$ cat src/rtl/mem_port_arbiter_pkg.sv
// Shared types for the unified-memory port arbiter.
//   arb_state_t : access sequencer states
//   owner_t     : which requester owns the access in flight
//   SIZE_WORD   : funct3 size code used for every instruction fetch
package mem_arb_pkg;

  typedef enum logic [1:0] {
    IDLE  = 2'd0,
    ISSUE = 2'd1,
    WAIT  = 2'd2,
    RESP  = 2'd3
  } arb_state_t;

  typedef enum logic {
    OWN_FETCH = 1'b0,
    OWN_DATA  = 1'b1
  } owner_t;

  localparam logic [2:0] SIZE_WORD = 3'b010;

endpackage

$ cat src/rtl/mem_port_arbiter_lat_counter.sv
// Memory latency counter: loads MEM_LAT-1 and counts down while dec is high.
// Ports:
//   clk, rst : clock, asynchronous active-high reset
//   load     : load MEM_LAT-1
//   dec      : decrement (saturates at 0)
//   zero     : the decrement in this cycle brings the count to zero
module lat_counter #(
  parameter int unsigned MEM_LAT = 2
) (
  input  logic clk,
  input  logic rst,
  input  logic load,
  input  logic dec,
  output logic zero
);

  localparam int unsigned CNT_W = $clog2(MEM_LAT + 1);

  logic [CNT_W-1:0] count;

  // Count register; load has priority over decrement.
  always_ff @(posedge clk or posedge rst) begin
    if (rst) begin
      count <= '0;
    end else if (load) begin
      count <= CNT_W'(MEM_LAT - 1);
    end else if (dec && (count != '0)) begin
      count <= count - CNT_W'(1);
    end
  end

  // Looking one step ahead lets the FSM register the response pulse on time.
  assign zero = (count == CNT_W'(1));

endmodule

$ cat src/rtl/mem_port_arbiter.sv
// Arbiter sharing one single-port memory between instruction fetch and
// load/store. Each access runs IDLE -> ISSUE -> (WAIT) -> RESP -> IDLE;
// stores complete in ISSUE. Exactly one valid pulse per grant.
// Configuration macro: ARB_RR_EN (round-robin on simultaneous requests;
// undefined = data port always wins).
// Ports:
//   clk, rst                   : clock, asynchronous active-high reset
//   if_req/if_addr             : fetch request, held until if_valid
//   if_rdata/if_valid          : fetch response (rdata 0 outside valid)
//   dm_req/dm_we/dm_size/
//   dm_addr/dm_wdata           : data request, held until dm_valid
//   dm_rdata/dm_valid          : data response (load data or store done)
//   mem_en/mem_we/mem_size/
//   mem_addr/mem_wdata         : registered memory command, one strobe per access
//   mem_rdata                  : memory read data, valid MEM_LAT cycles after mem_en
//   busy                       : sequencer not idle
module mem_port_arbiter
  import mem_arb_pkg::*;
#(
  parameter int unsigned ADDR_W  = 32,
  parameter int unsigned DATA_W  = 32,
  parameter int unsigned MEM_LAT = 2
) (
  input  logic              clk,
  input  logic              rst,
  input  logic              if_req,
  input  logic [ADDR_W-1:0] if_addr,
  output logic [DATA_W-1:0] if_rdata,
  output logic              if_valid,
  input  logic              dm_req,
  input  logic              dm_we,
  input  logic [2:0]        dm_size,
  input  logic [ADDR_W-1:0] dm_addr,
  input  logic [DATA_W-1:0] dm_wdata,
  output logic [DATA_W-1:0] dm_rdata,
  output logic              dm_valid,
  output logic              mem_en,
  output logic              mem_we,
  output logic [2:0]        mem_size,
  output logic [ADDR_W-1:0] mem_addr,
  output logic [DATA_W-1:0] mem_wdata,
  input  logic [DATA_W-1:0] mem_rdata,
  output logic              busy
);

  arb_state_t        state_q, state_d;
  owner_t            owner_q, owner_d;
  logic              we_q, we_d;
  logic              grant_dm;
  logic              cnt_load, cnt_dec, cnt_zero;
  logic              mem_en_d, mem_we_d;
  logic [2:0]        mem_size_d;
  logic [ADDR_W-1:0] mem_addr_d;
  logic [DATA_W-1:0] mem_wdata_d;
  logic              if_valid_d, dm_valid_d;
`ifdef ARB_RR_EN
  owner_t            last_q, last_d;
`endif

  lat_counter #(
    .MEM_LAT (MEM_LAT)
  ) u_lat_counter (
    .clk  (clk),
    .rst  (rst),
    .load (cnt_load),
    .dec  (cnt_dec),
    .zero (cnt_zero)
  );

  // Next state and next registered outputs.
  always_comb begin
    state_d     = state_q;
    owner_d     = owner_q;
    we_d        = we_q;
    cnt_load    = 1'b0;
    cnt_dec     = 1'b0;
    mem_en_d    = 1'b0;
    mem_we_d    = 1'b0;
    mem_size_d  = 3'b000;
    mem_addr_d  = '0;
    mem_wdata_d = '0;
    if_valid_d  = 1'b0;
    dm_valid_d  = 1'b0;
`ifdef ARB_RR_EN
    last_d      = last_q;
    grant_dm    = dm_req && (!if_req || (last_q == OWN_FETCH));
`else
    grant_dm    = dm_req;
`endif

    case (state_q)
      IDLE: begin
        if (if_req || dm_req) begin
          state_d  = ISSUE;
          mem_en_d = 1'b1;
          if (grant_dm) begin
            owner_d     = OWN_DATA;
            we_d        = dm_we;
            mem_we_d    = dm_we;
            mem_size_d  = dm_size;
            mem_addr_d  = dm_addr;
            mem_wdata_d = dm_wdata;
            dm_valid_d  = dm_we;
          end else begin
            owner_d    = OWN_FETCH;
            we_d       = 1'b0;
            mem_size_d = SIZE_WORD;
            mem_addr_d = if_addr;
          end
`ifdef ARB_RR_EN
          last_d = owner_d;
`endif
        end
      end

      ISSUE: begin
        if (we_q) begin
          state_d = IDLE;
        end else if (MEM_LAT == 1) begin
          state_d = RESP;
          if (owner_q == OWN_DATA) dm_valid_d = 1'b1;
          else                     if_valid_d = 1'b1;
        end else begin
          state_d  = WAIT;
          cnt_load = 1'b1;
        end
      end

      WAIT: begin
        cnt_dec = 1'b1;
        if (cnt_zero) begin
          state_d = RESP;
          if (owner_q == OWN_DATA) dm_valid_d = 1'b1;
          else                     if_valid_d = 1'b1;
        end
      end

      RESP: begin
        state_d = IDLE;
      end

      default: begin
        state_d = IDLE;
      end
    endcase
  end

  // State, capture and output registers.
  always_ff @(posedge clk or posedge rst) begin
    if (rst) begin
      state_q   <= IDLE;
      owner_q   <= OWN_FETCH;
      we_q      <= 1'b0;
      mem_en    <= 1'b0;
      mem_we    <= 1'b0;
      mem_size  <= 3'b000;
      mem_addr  <= '0;
      mem_wdata <= '0;
      if_valid  <= 1'b0;
      dm_valid  <= 1'b0;
      busy      <= 1'b0;
    end else begin
      state_q   <= state_d;
      owner_q   <= owner_d;
      we_q      <= we_d;
      mem_en    <= mem_en_d;
      mem_we    <= mem_we_d;
      mem_size  <= mem_size_d;
      mem_addr  <= mem_addr_d;
      mem_wdata <= mem_wdata_d;
      if_valid  <= if_valid_d;
      dm_valid  <= dm_valid_d;
      busy      <= (state_d != IDLE);
    end
  end

`ifdef ARB_RR_EN
  // Last-grant register for round-robin tie breaking.
  always_ff @(posedge clk or posedge rst) begin
    if (rst) last_q <= OWN_FETCH;
    else     last_q <= last_d;
  end
`endif

  // Read data passes straight through from memory during the owner's pulse.
  assign if_rdata = if_valid ? mem_rdata : '0;
  assign dm_rdata = dm_valid ? mem_rdata : '0;

endmodule

$ cat config.mk
export PLATFORM = sky130hd
export DESIGN_NAME = mem_port_arbiter
export DESIGN_NICKNAME = d
export VERILOG_FILES = /design/src/rtl/mem_port_arbiter_pkg.sv /design/src/rtl/mem_port_arbiter_lat_counter.sv /design/src/rtl/mem_port_arbiter.sv
export SDC_FILE = /design/constraint.sdc
export NUM_CORES = 1
export LEC_CHECK = 0
export ABC_AREA = 1
export CORE_MARGIN = 8
export CORE_UTILIZATION = 34
export DETAILED_ROUTE_END_ITERATION = 8
export PLACE_DENSITY = 0.79
export SYNTH_ARGS = -nofsm -noshare
export SYNTH_HDL_FRONTEND = slang
export SYNTH_SLANG_ARGS = --single-unit
export TNS_END_PERCENT = 100
$ cat constraint.sdc
create_clock -name clk -period 2.7 [get_ports clk]
set_input_delay 0.405 -clock clk [delete_from_list [all_inputs] [get_ports clk]]
set_output_delay 0.405 -clock clk [all_outputs]
set_load 0.1 [all_outputs]
==> results of run 1 <==
layout by cell type, fill, tap and decap left out, types with 2 or more instances in the layout:
master	Yosys	routed
nand2_1	174	174
buf_4	3	137
clkdlybuf4s50_1	0	135
dfrtp_1	78	78
inv_1	72	71
nor2_1	39	39
nand2_2	29	29
clkbuf_8	0	9
nand3_1	6	6
inv_2	3	3
buf_12	3	3
clkinv_4	1	2
nand2_4	2	2
nand4_1	2	2
clkinv_2	0	2
ha_1	2	2
clkinvlp_4	0	2
inv_6	0	2
path summary, 6_finish.rpt:
check	end	from
setup / recovery	dm_rdata[25]	dm_valid
hold / removal	mem_wdata[28]	rst
setup reg to reg	mem_addr[1]	state_q[1]
hold reg to reg	if_valid	owner_q
max in group asynchronous	mem_addr[13]	rst
min in group clk	if_valid	owner_q
layer usage:
layer	wire (um)	up-vias	GRT usage (%)
met2	6599	178	32.48
li1	-	1768	-
met4	192	0	6.165
met5	0	-	0
met1	4710	1648	18.60
met3	1176	16	7.194
cell families (layout without fill, tap and decap cells):
group | Yosys count | in the layout | synth area share, %
compound gates | 3 | 3 | 0.5698
buf+inv | 95 | 367 | 12.43
fa+ha+maj | 2 | 2 | 0.7121
simple gates | 255 | 255 | 30.73
flops | 78 | 78 | 55.56
registers in the layout, indices dropped and copies added, names as in the netlist:
name / cells
mem_wdata: 32
mem_we: 1
mem_addr: 32
u_lat_counter.count: 2
state_q: 2
busy: 1
mem_size: 3
we_q: 1
dm_valid: 1
owner_q: 1
mem_en: 1
if_valid: 1
power breakdown:
group          switching [mW]  internal (mW)
Sequential              0.102           1.44
Clock                   0.476          0.346
Combinational            3.79          0.892
cell type report:
type	instances	area [um^2]
Inverter	76	291.5
Tap cell	136	170.2
Clock inverter	7	57.56
Fill cell	914	4025
Sequential cell	78	1952
Multi-Input combinational cell	260	1125
Timing Repair Buffer	275	2440
Clock buffer	9	123.9
critical path, stage by stage (launching register included):
cell and delay (ns):
dfrtp_1 0.33, buf_4 0.30, nand2_1 0.11, inv_1 0.07, buf_4 0.28
per-stage QoR:
stage               setup slack [ns]  hold slack [ns]  total power [mW]  cells
finish                        0.8333           0.4125             7.040    841
global route                  0.7444           0.4471             7.328    841
CTS                           0.8154           0.4153             7.098    841
detailed placement            0.7662           0.4125             6.276    825
global placement              0.7887           0.4143             6.217    825
floorplan                     0.3000           0.4032             5.197    433
==> summary.md, run 1 <==
| Metric | Value |
|---|---|
| Gr usage total | `18.03%` |
| CP Capture Type | `output pin` |
| CP Launch Type | `flop` |
| Drt drc | `0` |
| DRT iter0 DRCs | `159` |
| DP Area | `5978 um^2` |
| Core area | `10180 um^2` |
| Pleak | `3.657 nW` |
| Least-Margin Pin Slew | `0.6422 ns` |
| Vias in the first global route | `3702` |
| Starting density of the core | `34.50%` |
| Min cycle time layout | `1.867 ns` |
| TritonRoute pass-1 iters | `4` |
| WL/cell | `15.07 um` |
| Worst IR Drop VDD | `0.6189 mV` |
| Fin. Hold Viols | `0` |
| Outcome | `completed` |
| Skew-Pair Late Insertion Delay | `0.36 ns` |
| Syn Inst Count | `433` |
| Post-cts resize count | `0` |
| Placer Congestion | `0.8337` |
| Hold Path Class | `in -> async` |
| Area growth syn-to-layout | `75.32%` |
| Antenna diodes | `0` |
| Die Y | `117.7 um` |
| EDFF count, synth | `0` |
| Final period util | `69.14%` |
| Port Buffers | `271` |
| FFs w/ async S/R, synth | `100.0%` |
| Max Clk Rate | `0.5357 GHz` |
| Core Util, Final | `60.48%` |
| TritonCTS clock tree | `done` |
| Area leader, netlist | `dfrtp_1` |
| H-tree levels | `3` |
| HPWL Detailed | `10.35 mm` |
| Clk root buf | `clkbuf_8` |
| I/O Pins | `272` |
| Routed vias | `3610` |
| Final Max Slew Viols | `0` |
| Clock Tree Buf Depth | `2` |
| Setup TNS | `0 ns` |
| Die width | `117.7 um` |
| Antenna-violating nets left | `0` |
| Layout cells sized above 1 | `27.66%` |
| #FFs+latches synth | `78` |
| Share of the synthesized area in the top cell type | `55.56%` |
| Crit path kind | `reg -> out` |
| Fin nets | `838` |
| Final setup violation count | `0` |
| Hold buffer count at cts | `0` |
| Arr. time, crit path | `1.46 ns` |
| Worst Path Max Fanout | `33` |
| Post-CTS setup buffer count | `0` |
| Flop-to-flop setup slack | `1.02 ns` |
| Unrepaired setup endpoints after global routing | `no` |
| Post-route cell area | `6160 um^2` |
| Most frequent cell after synthesis | `nand2_1` |
| Via density | `4.293` |
| Detailed Route WL | `12.68 mm` |
| Worst reg-to-reg path cell count | `5` |
| Count of cell types in the netlist | `22` |
| Top_reg_cell synth | `dfrtp_1` |
| Syn Nets | `571` |
| Clock skew | `0.01339 ns` |
| Required time of the critical path | `2.30 ns` |
| Synth top cells by count | `174 x nand2_1, 78 x dfrtp_1, 72 x inv_1, 39 x nor2_1, 29 x nand2_2` |
| Synth warnings | `0` |
| Power per Cell Area | `1143 nW/um^2` |
| Initial antenna violation count | `0` |
| Total grt overflow | `0` |
| Syn_area_per_cell | `8.114 um^2` |
| Clock transition at path regs | `0.10 ns` |
| First-pass GRT wire length | `19.99 mm` |
| CTS Buf Count | `9` |
| Synthesized cell area | `3513 um^2` |
| Slew headroom | `57.19%` |
| Pin count of the biggest net entering global routing | `46` |
| TritonCTS Sinks | `78` |
| Area contributors post-synth | `dfrtp_1 56%, nand2_1 19%, inv_1 7.7%, nand2_2 5.2%, nor2_1 4.2%` |
| Max Cap Viol | `0` |
| Placement row count | `37` |
| Post-synthesis sequential area ratio | `55.56%` |
| Die area | `13840 um^2` |
No activity file was read; power rests on OpenSTA's default activity.
==> run 2: changes to the inputs <==
clock period = 1.8 ns   (was 2.7 ns; I/O delays follow)
==> summary.md, run 2 (same netlist as run 1, synthesis figures left out) <==
| Metric | Value |
|---|---|
| Starting density of the core | `34.50%` |
| Final period util | `93.33%` |
| Core Util, Final | `71.88%` |
| TritonCTS clock tree | `done` |
| Hold Path Class | `in -> async` |
| First-pass GRT wire length | `21.98 mm` |
| Post-cts resize count | `0` |
| Inst Count DP | `830` |
| Max Cap Viol | `0` |
| Placement row count | `37` |
| I/O Pins | `272` |
| WL/cell | `16.28 um` |
| Required time of the critical path | `1.53 ns` |
| Die Y | `117.7 um` |
| Core area | `10180 um^2` |
| Register share of total power | `19.7%` |
| Min cycle time layout | `1.680 ns` |
| Placer Congestion | `0.8176` |
| Die area | `13840 um^2` |
| NetSw | `6.833 mW` |
| Antenna-violating nets left | `0` |
| TritonRoute pass-1 iters | `5` |
| Fin. Hold Viols | `0` |
| Pin count of the biggest net entering global routing | `41` |
| CTS Buf Count | `9` |
| Final cell count without fillers | `848` |
| # fillers | `747` |
| Drt drc | `0` |
| Antenna diodes | `0` |
| Gr usage total | `20.10%` |
| CP Capture Type | `output pin` |
| Max Clk Rate | `0.5952 GHz` |
| Most frequent cells in the layout | `174 x nand2_1, 135 x clkdlybuf4s50_1, 77 x buf_4` |
| Setup TNS | `0 ns` |
| Power Total | `11.94 mW` |
| Fin nets | `845` |
| Skew-Pair Late Insertion Delay | `0.35 ns` |
| Unrepaired setup endpoints after global routing | `no` |
| Vias in the first global route | `4037` |
| Crit path kind | `reg -> out` |
| Biggest regs | `mem_addr: 32 flops, mem_wdata: 32 flops, mem_size: 3 flops` |
| H-tree levels | `3` |
| Final Max Slew Viols | `0` |
| Die width | `117.7 um` |
| Least-Margin Pin Slew | `0.5087 ns` |
| Clock skew | `0.005797 ns` |
| TritonCTS Sinks | `78` |
| Initial antenna violation count | `0` |
| Clock transition at path regs | `0.09 ns` |
| Internal power | `5.104 mW` |
| Arr. time, crit path | `1.41 ns` |
| Port Buffers | `271` |
| CP Launch Type | `flop` |
| Busiest layer in global routing | `met2` |
| Logic gate share of total power | `68.2%` |
| Final setup violation count | `0` |
| Clock Power Share | `12.1%` |
| Worst Path Max Fanout | `19` |
| Area growth syn-to-layout | `108.4%` |
| Power per Cell Area | `1630 nW/um^2` |
| HPWL Detailed | `11.57 mm` |
| Clk root buf | `clkbuf_8` |
| Commonest non-fill, non-tap cell in the layout | `nand2_1` |
| Routed vias | `3695` |
| Outcome | `completed` |
| Detailed Route WL | `13.80 mm` |
| GR Layer Usage met3 | `7.050%` |
| Slew headroom | `66.09%` |
| Met1 Usage GRT | `21.81%` |
| Sw Ratio | `57.24%` |
| Via density | `4.357` |
| DRT iter0 DRCs | `183` |
| Pleak | `3.313 nW` |
| Met2 usage | `35.94%` |
| Layout cells sized above 1 | `37.08%` |
| Total grt overflow | `0` |
| Clock Tree Buf Depth | `2` |
| Worst IR Drop VDD | `0.8440 mV` |
## run 2: per-stage QoR
stage | worst slack, ns | hold WS, ns | cell area (um^2)
2_1_floorplan | 0.03833 | 0.3739 | 3745
3_3_place_gp | 0.2490 | 0.4203 | 7072
3_5_place_dp | 0.1777 | 0.4224 | 7072
4_1_cts | 0.005809 | 0.4205 | 7293
5_1_grt | 0.05039 | 0.4335 | 7321
6_report | 0.1200 | 0.4266 | 7321
## run 2: path summary, 6_finish.rpt
check | slack [ns] | startpoint | depth (start not counted) | to
setup / recovery | 0.12 | dm_valid | 4 | dm_rdata[9]
hold / removal | 0.43 | rst | 3 | mem_wdata[9]
setup reg to reg | 0.55 | state_q[0] | 4 | dm_valid
hold reg to reg | 0.43 | owner_q | 1 | if_valid
max in group asynchronous | 0.98 | rst | 3 | if_valid
min in group clk | 0.43 | owner_q | 1 | if_valid
## run 2: power by group through the flow
stage                     Sequential [mW]  Clock [mW]  Combinational [mW]
after floorplan                      4.95           0                3.04
after global placement               2.38           0                8.01
after detailed placement             2.40           0                8.11
after CTS                            2.37        1.48                8.12
after global routing                 2.38        1.57                8.43
final                                2.35        1.45                8.14
## run 2: critical path: stages (launching register included)
cell        delay (ns)
dfrtp_2           0.48
buf_12            0.18
nand2_1           0.11
clkinvlp_4        0.11
buf_12            0.17
## run 2: repair_timing
item / CTS / global route
buffers inserted: 0 / 2
hold buffers: 0 / 0
endpoints found under the setup margin: 0 / 18
## run 2: layout make-up
class                   instances  area [um^2]  area share, %
repair buffers                282         3331          45.50
flip-flops and latches         78         1954          26.70
multi-input cells             260         1125          15.36
inverters                      76        519.2          7.093
well taps                     136        170.2          2.324
clock buffers                   9        123.9          1.692
clock inverters                 7        97.59          1.333
## run 2: metal layers
metal | part of all wire (%) | up-vias
li1 | - | 1779
met1 | 38 | 1703
met2 | 52 | 198
met3 | 8.1 | 15
met4 | 1.6 | 0
met5 | 0 | -
